**src/rtl/alu_pkg.sv**
```systemverilog
// Shared definitions for the execute-stage ALU / multiply-divide unit:
// function codes, sequencer states and small decode helpers.
package alu_pkg;

    typedef enum logic [5:0] {
        F_SLL   = 6'b000000,
        F_SRL   = 6'b000010,
        F_SRA   = 6'b000011,
        F_SLLV  = 6'b000100,
        F_SRLV  = 6'b000110,
        F_MFHI  = 6'b010000,
        F_MFLO  = 6'b010010,
        F_MULT  = 6'b011000,
        F_MULTU = 6'b011001,
        F_DIV   = 6'b011010,
        F_DIVU  = 6'b011011,
        F_ADDU  = 6'b100001,
        F_SUB   = 6'b100010,
        F_SUBU  = 6'b100011,
        F_AND   = 6'b100100,
        F_OR    = 6'b100101,
        F_XOR   = 6'b100110,
        F_NOR   = 6'b100111,
        F_SLT   = 6'b101010,
        F_BEQ   = 6'b111000,
        F_BNE   = 6'b111001,
        F_BLEZ  = 6'b111010,
        F_BGTZ  = 6'b111011,
        F_BGEZ  = 6'b111100,
        F_LUI   = 6'b111101
    } func_e;

    typedef enum logic [1:0] {
        IDLE = 2'd0,
        MUL  = 2'd1,
        DIV  = 2'd2,
        FIX  = 2'd3
    } mdu_state_e;

    function automatic logic func_is_mul(input logic [5:0] f);
        return (f == F_MULT) || (f == F_MULTU);
    endfunction

    function automatic logic func_is_div(input logic [5:0] f);
        return (f == F_DIV) || (f == F_DIVU);
    endfunction

    // Signed variants sign-correct their magnitude result afterwards.
    function automatic logic func_is_signed_mdu(input logic [5:0] f);
        return (f == F_MULT) || (f == F_DIV);
    endfunction

endpackage

```
**src/rtl/mdu_iter.sv**
```systemverilog
// Iterative multiply/divide datapath. Works on operand magnitudes: one
// shift-add (multiply) or restoring-subtract (divide) step per enabled
// cycle, then sign-corrects the final HI/LO combinationally from the last
// step so the sequencer can register the finished values on that edge.
module mdu_iter
    import alu_pkg::*;
#(
    parameter int WIDTH = 32,
    localparam int SHW = $clog2(WIDTH)
) (
    input  logic             clk,
    input  logic             rst_n,
    input  logic             i_start,
    input  logic             i_step,
    input  logic             i_is_div,
    input  logic             i_signed,
    input  logic [WIDTH-1:0] i_a,
    input  logic [WIDTH-1:0] i_b,
    output logic             o_last,
    output logic [WIDTH-1:0] o_hi,
    output logic [WIDTH-1:0] o_lo,
    output logic             o_div0
);

    logic [SHW-1:0]     r_cnt;
    logic               r_is_div;
    logic               r_neg_q;
    logic               r_neg_r;
    logic               r_div0;
    logic [WIDTH-1:0]   r_acc_hi;
    logic [WIDTH-1:0]   r_acc_lo;
    logic [WIDTH-1:0]   r_md;

    logic [WIDTH:0]     w_sum;
    logic [WIDTH:0]     w_rem_sh;
    logic [WIDTH-1:0]   w_diff;
    logic               w_ge;
    logic [WIDTH-1:0]   w_hi_n;
    logic [WIDTH-1:0]   w_lo_n;
    logic [2*WIDTH-1:0] w_prod;
    logic [2*WIDTH-1:0] w_prod_fix;

    // Two's-complement magnitude; the most-negative value maps to 2^(WIDTH-1) as unsigned.
    function automatic logic [WIDTH-1:0] mag(input logic [WIDTH-1:0] x, input logic neg);
        return neg ? -x : x;
    endfunction

    // Step counter and sign/zero-divisor bookkeeping captured at start.
    always_ff @(posedge clk or negedge rst_n) begin
        if (!rst_n) begin
            r_cnt    <= '0;
            r_is_div <= 1'b0;
            r_neg_q  <= 1'b0;
            r_neg_r  <= 1'b0;
            r_div0   <= 1'b0;
        end else if (i_start) begin
            r_cnt    <= '0;
            r_is_div <= i_is_div;
            r_neg_q  <= i_signed & (i_a[WIDTH-1] ^ i_b[WIDTH-1]);
            r_neg_r  <= i_signed & i_a[WIDTH-1];
            r_div0   <= i_is_div & (i_b == '0);
        end else if (i_step) begin
            r_cnt    <= r_cnt + 1'b1;
        end
    end

    // Accumulator: HI part / LO part (multiplier or dividend, then product or quotient).
    always_ff @(posedge clk) begin
        if (i_start) begin
            r_acc_hi <= '0;
            r_acc_lo <= mag(i_a, i_signed & i_a[WIDTH-1]);
            r_md     <= mag(i_b, i_signed & i_b[WIDTH-1]);
        end else if (i_step) begin
            r_acc_hi <= w_hi_n;
            r_acc_lo <= w_lo_n;
        end
    end

    // One iteration: shift-add for multiply, restoring subtract for divide.
    always_comb begin
        w_sum    = {1'b0, r_acc_hi} + (r_acc_lo[0] ? {1'b0, r_md} : '0);
        w_rem_sh = {r_acc_hi, r_acc_lo[WIDTH-1]};
        w_ge     = (w_rem_sh >= {1'b0, r_md});
        w_diff   = w_rem_sh[WIDTH-1:0] - r_md;
        if (r_is_div) begin
            w_hi_n = w_ge ? w_diff : w_rem_sh[WIDTH-1:0];
            w_lo_n = {r_acc_lo[WIDTH-2:0], w_ge};
        end else begin
            w_hi_n = w_sum[WIDTH:1];
            w_lo_n = {w_sum[0], r_acc_lo[WIDTH-1:1]};
        end
    end

    // Sign correction of the post-step value; a zero divisor forces LO to all ones,
    // while HI naturally ends up as the dividend once its sign is restored.
    always_comb begin
        w_prod     = {w_hi_n, w_lo_n};
        w_prod_fix = r_neg_q ? -w_prod : w_prod;
        if (r_is_div) begin
            o_lo = r_div0 ? '1 : mag(w_lo_n, r_neg_q);
            o_hi = mag(w_hi_n, r_neg_r);
        end else begin
            o_lo = w_prod_fix[WIDTH-1:0];
            o_hi = w_prod_fix[2*WIDTH-1:WIDTH];
        end
    end

    assign o_last = (r_cnt == SHW'(WIDTH - 1));
    assign o_div0 = r_div0;

endmodule

```
**src/rtl/alu_mdu.sv**
```systemverilog
// Execute-stage unit: single-cycle ALU plus an iterative multiply/divide
// sequencer with architectural HI/LO, behind a valid/ready handshake.
// Results, zero, div0 and illegal are registered and held until the next
// completion; out_valid pulses for one cycle per completed operation.
module alu_mdu
    import alu_pkg::*;
#(
    parameter int WIDTH = 32,
    localparam int SHW = $clog2(WIDTH)
) (
    input  logic             clk,
    input  logic             rst_n,
    input  logic             in_valid,
    output logic             in_ready,
    input  logic [5:0]       func,
    input  logic [WIDTH-1:0] a,
    input  logic [WIDTH-1:0] b,
    input  logic [SHW-1:0]   shamt,
    output logic             out_valid,
    output logic [WIDTH-1:0] result,
    output logic             zero,
    output logic             div0,
    output logic             illegal
);

    mdu_state_e              r_state;
    logic [WIDTH-1:0]        r_hi;
    logic [WIDTH-1:0]        r_lo;
    logic [WIDTH-1:0]        r_result;
    logic                    r_zero;
    logic                    r_out_valid;
    logic                    r_div0;
    logic                    r_illegal;

    logic                    w_accept;
    logic                    w_is_mul;
    logic                    w_is_div;
    logic                    w_mdu_start;
    logic                    w_mdu_step;
    logic                    w_last;
    logic [WIDTH-1:0]        w_mdu_hi;
    logic [WIDTH-1:0]        w_mdu_lo;
    logic                    w_mdu_div0;
    logic [WIDTH-1:0]        w_alu_res;
    logic                    w_legal;
    logic signed [WIDTH-1:0] w_a_s;
    logic signed [WIDTH-1:0] w_b_s;

    assign in_ready    = (r_state == IDLE);
    assign w_accept    = in_valid & in_ready;
    assign w_is_mul    = func_is_mul(func);
    assign w_is_div    = func_is_div(func);
    assign w_mdu_start = w_accept & (w_is_mul | w_is_div);
    assign w_mdu_step  = (r_state == MUL) || (r_state == DIV);
    assign w_a_s       = a;
    assign w_b_s       = b;

    mdu_iter #(.WIDTH(WIDTH)) u_mdu (
        .clk      (clk),
        .rst_n    (rst_n),
        .i_start  (w_mdu_start),
        .i_step   (w_mdu_step),
        .i_is_div (w_is_div),
        .i_signed (func_is_signed_mdu(func)),
        .i_a      (a),
        .i_b      (b),
        .o_last   (w_last),
        .o_hi     (w_mdu_hi),
        .o_lo     (w_mdu_lo),
        .o_div0   (w_mdu_div0)
    );

    // Single-cycle ALU result and function-code legality.
    always_comb begin
        w_alu_res = '0;
        w_legal   = 1'b1;
        case (func)
            F_XOR:   w_alu_res = a ^ b;
            F_SLL:   w_alu_res = b << shamt;
            F_SLLV:  w_alu_res = b << a[SHW-1:0];
            F_SRL:   w_alu_res = b >> shamt;
            F_SRA:   w_alu_res = w_b_s >>> shamt;
            F_SRLV:  w_alu_res = b >> a[SHW-1:0];
            F_SUB,
            F_SUBU:  w_alu_res = a - b;
            F_ADDU:  w_alu_res = a + b;
            F_AND:   w_alu_res = a & b;
            F_OR:    w_alu_res = a | b;
            F_NOR:   w_alu_res = ~(a | b);
            F_SLT:   w_alu_res[0] = (w_a_s < w_b_s);
            F_BEQ:   w_alu_res[0] = (a == b);
            F_BNE:   w_alu_res[0] = (a != b);
            F_BLEZ:  w_alu_res[0] = a[WIDTH-1] | (a == '0);
            F_BGTZ:  w_alu_res[0] = ~a[WIDTH-1] & (a != '0);
            F_BGEZ:  w_alu_res[0] = ~a[WIDTH-1];
            F_LUI:   w_alu_res = {b[WIDTH/2-1:0], {(WIDTH/2){1'b0}}};
            F_MFHI:  w_alu_res = r_hi;
            F_MFLO:  w_alu_res = r_lo;
            F_MULT,
            F_MULTU,
            F_DIV,
            F_DIVU:  w_alu_res = '0;
            default: w_legal = 1'b0;
        endcase
    end

    // Sequencer, HI/LO and registered outputs.
    always_ff @(posedge clk or negedge rst_n) begin
        if (!rst_n) begin
            r_state     <= IDLE;
            r_hi        <= '0;
            r_lo        <= '0;
            r_result    <= '0;
            r_zero      <= 1'b1;
            r_out_valid <= 1'b0;
            r_div0      <= 1'b0;
            r_illegal   <= 1'b0;
        end else begin
            r_out_valid <= 1'b0;
            case (r_state)
                IDLE: begin
                    if (w_accept) begin
                        if (w_is_mul) begin
                            r_state <= MUL;
                        end else if (w_is_div) begin
                            r_state <= DIV;
                        end else begin
                            r_result    <= w_alu_res;
                            r_zero      <= (w_alu_res == '0);
                            r_out_valid <= 1'b1;
                            r_div0      <= 1'b0;
                            r_illegal   <= ~w_legal;
                        end
                    end
                end
                MUL, DIV: begin
                    if (w_last) begin
                        r_hi        <= w_mdu_hi;
                        r_lo        <= w_mdu_lo;
                        r_result    <= w_mdu_lo;
                        r_zero      <= (w_mdu_lo == '0);
                        r_out_valid <= 1'b1;
                        r_div0      <= w_mdu_div0;
                        r_illegal   <= 1'b0;
                        r_state     <= FIX;
                    end
                end
                FIX:     r_state <= IDLE;
                default: r_state <= IDLE;
            endcase
        end
    end

    assign out_valid = r_out_valid;
    assign result    = r_result;
    assign zero      = r_zero;
    assign div0      = r_div0;
    assign illegal   = r_illegal;

endmodule

```
**config.mk**
```make
export PLATFORM = sky130hd
export DESIGN_NAME = alu_mdu
export DESIGN_NICKNAME = d
export VERILOG_FILES = /design/src/rtl/alu_pkg.sv /design/src/rtl/mdu_iter.sv /design/src/rtl/alu_mdu.sv
export SDC_FILE = /design/constraint.sdc
export NUM_CORES = 2
export LEC_CHECK = 0
export CAP_MARGIN = 30
export CORE_MARGIN = 5
export CORE_UTILIZATION = 64
export DETAILED_ROUTE_END_ITERATION = 7
export PLACE_DENSITY = 0.83
export SLEW_MARGIN = 15
export SYNTH_ARGS = -nofsm -noshare
export SYNTH_HDL_FRONTEND = slang
export SYNTH_SLANG_ARGS = --single-unit
```
**constraint.sdc**
```tcl
create_clock -name clk -period 8.79 [get_ports clk]
set_clock_uncertainty 0.2 [all_clocks]
set_input_delay 1.758 -clock clk [delete_from_list [all_inputs] [get_ports clk]]
set_output_delay 1.758 -clock clk [all_outputs]
set_load 0.02 [all_outputs]
```
==> results.md <==
* Outcome: finished with violations
* Failing checks: DRC
* Crit path max-delay cell type: nor4_1
* F_max at approximately 130 MHz
* Routed wire length at around 150,000 µm
* Clock power share at roughly 9.7%
* CP max FO at 18
* Int Power at 4483 µW
* Max-cap violations at 0
* Std cell rows at 80
* Dpl cell area at about 32,000 µm²
* # DRC at 41
* FF-to-FF End: zero
* Remaining global-route overflow at 0
* Final WS setup at about 1200 ps
* Post-CTS Setup Inserts at 0
* Router iterations before antenna repair at 8
* Die span in y at around 230 µm
* CP most frequent cell: nor4_1
* Post-synth top cells: 446 x nor2_1, 390 x nand2_1, 291 x a21oi_1, 260 x o21ai_0, 246 x clkbuf_1
* Post-synthesis cell area at ~31,000 µm²
* P_sw at roughly 5400 µW
* Multi-input gate area at 23,390 µm²
* Crit path to: zero
* Antenna Nets Post-Route at 0
* Worst r2r path cells at 22
* Synth top area cells: mux4_2 11%, dfrtp_1 9.0%, ha_1 6.9%
* Rel. slew slack at 15.33%
* PwrDens at between 300 and 400 nW/µm²
* Register Area at 5345 µm²
* TNS Setup at 0 ps
* Gp weighted congestion at approximately 1.3
* FF+latch count, synth at 207
* Cts bufs inserted at 20
* Top-level port count at between 100 and 150
* Slew at the pin closest to its max-slew limit at between 1000 and 1500 ps
* CTS tree: built
* Gate power share at between 60% and 70%
* Syn Nets at between 4,000 and 5,000
* Syn avg cell area at around 7.7 µm²
* Number of buffers added on ports at between 100 and 150
* Final Hold Viols at 0
* Cts hold-fix bufs at 0
* Clk sinks at ~210
* Post-synthesis cell type count at between 100 and 150
* Reg-to-Reg Start: u_mdu.r_md[26]
* Cts repair resizes at 0
* Detailed-route wire length per cell at about 33 µm
* Lkg Pwr at between 0.01 and 0.015 µW
* Period Utilization, post-route at between 80% and 90%
* Root buffer cell: clkbuf_16
* Post-route cell area at around 33,000 µm²
* Sequential group share of total power at 20.9%
* Crit path cell chain: clkdlybuf4s50_1 -> buf_4 -> clkinv_1 -> ha_1 -> nor4_1 -> nand3_1 -> nor4_1 -> xnor2_1 -> nor4_1 -> or3_1 -> a211oi_1 -> o21a_1 -> nand2_1 -> nor4_1 -> nand4_1 -> o21ai_1 -> a21o_1
* Post-DP HPWL at 111,900 µm
* Initial drt markers at 7,687
* Setup slack, reg-to-reg at about 1500 ps
* Fraction of layout cells with a size suffix above 1 at a little over a tenth
* Switching part of the total at 54.87%
* Synth area leader: mux4_2
* Die width at between 200 and 250 µm
* Worst Setup Start Kind: input port
* Fillers at 3,869
* Setup violators final at 0
* Via density at about 8
* Critical path capture point type: register
* First-pass GRT wire length at 217,500 µm
* Count leader, synth: nor2_1
* Minimum clock period at about 7600 ps
* H-tree levels at 1
* Max Slew Vio Count at 0
* Ys async rst share at between 50 and 60%
* Global Route Usage Sum at approximately 54%
* Hold Crit Class: register to register
* Area Growth Syn to Fin at 7.091%
* Initial antenna violation count at 13
* Placement Setup Slack at 1316 ps
* CP arrival at around 8000 ps
* Cell count after synthesis at 3,958
* Initial Util at between 60% and 70%
* VDD IR max at a little under 0.2 mV
* Vias in the first global route at 33,103
* Largest stage delay, worst path at approximately 1000 ps
* Die area at approximately 52,000 µm²
* EDFF count, synth at between 60 and 70
* Clk_lat worst skew at between 500 and 600 ps
* Total core area at 47,550 µm²
* Final #Nets at a little over 4,000
* Top FF cell, synth: dfrtp_1
* Crit Path Class: input port to register
* Vias at ~36,000
* Top cell type's share of synthesized area at 10.80%
* RSZ-0062 raised after global routing: no
* CTS Buffer Depth at 3
* Final Core Density at 69.07%
* Worst Setup SP: b[31]
* Clock slew at reported path FFs at roughly 70 ps
* Synth warn at 0
* Req. time, crit path at just over 9000 ps
* Largest net degree at the start of global routing at between 100 and 150
* Register area share after synthesis at between 15 and 20%
==> metal layers <==
metal / track usage (%) / vias to the layer above / wire length [µm]
met5: 0 / - / 80
met4: 35.80 / 10 / 14640
met3: 24.89 / 1026 / 27150
met2: 77.43 / 3702 / 59000
met1: 65.96 / 16657 / 48730
li1: - / 14621 / -
==> flip-flops by register name, summed over array words and instances, names as in the netlist, 2 cells and up <==
name	flops
r_hi	32
r_lo	32
result	32
u_mdu.r_acc_hi	32
u_mdu.r_acc_lo	32
u_mdu.r_md	32
u_mdu.r_cnt	5
r_state	2
==> logic make-up after synthesis <==
kind of cell | share of synthesized area, %
AND/OR/NAND/NOR | 21.28
flip-flops | 17.42
XOR/XNOR | 5.484
multiplexers | 16.17
buffers and inverters | 6.475
AO/OA/AOI/OAI | 26.06
adder cells (fa/ha/maj) | 7.116
==> final cells by class <==
type	count	area share [%]
multi-input combinational	3249	71.24
sequential	207	16.28
timing repair buffer	224	6.024
tap	615	2.343
inverter	167	1.913
clock buffer	23	1.688
clock inverter	13	0.4724
antenna	6	0.04572
==> worst min path at each step <==
stage | start | endpoint | slack [ps] | cells past startpoint
after global routing | illegal | illegal | 300 | 2
after floorplan | r_hi[0] | r_hi[0] | 240 | 2
final | result[4] | result[4] | 280 | 1
after global placement | result[22] | result[22] | 260 | 1
after CTS | result[4] | result[4] | 280 | 1
after detailed placement | result[4] | result[4] | 270 | 1
==> worst max-delay path, delay by kind of cell <==
family | cells | cell delay [ps]
buffers and inverters | 3 | 1430
and+or+nand+nor | 8 | 2810
xor gates and xnor gates | 1 | 200
adders and majority gates | 1 | 800
AOI/OAI and AO/OA | 4 | 880
==> placed cells by master, fill, tap and decap left out, types with 43 or more instances in the layout <==
cell             count
clkdlybuf4s50_1    104
o21ai_0            260
a31oi_1             65
and2_1              55
nand3_1             74
a21o_1              53
nor3_1             101
mux2i_1            124
a211oi_1            72
mux4_2             147
nand4_1             43
xnor2_1            149
inv_1              157
a21oi_1            291
nor2_1             446
nand2_1            389
edfxtp_1            64
nor4_1              47
ha_1               167
buf_4              100
xor2_1              43
dfrtp_1            109
==> per-stage QoR <==
step / total power [µW] / hold WS, ps / instances
floorplan: 6421 / 244.1 / 3958
global placement: 8391 / 261.9 / 4447
detailed placement: 8508 / 267.3 / 4453
CTS: 9526 / 282.2 / 4489
global route: 10340 / 299.9 / 4498
finish: 9932 / 280.3 / 4504
==> power by group through the flow <==
stage	clock [µW]	combinational, µW	sequential (µW)
2_1_floorplan	0	4610	1810
3_3_place_gp	0	6370	2020
3_5_place_dp	0	6480	2030
4_1_cts	953	6550	2020
5_1_grt	991	7270	2080
6_report	961	6890	2080
Power figures use the tool's default switching activity.
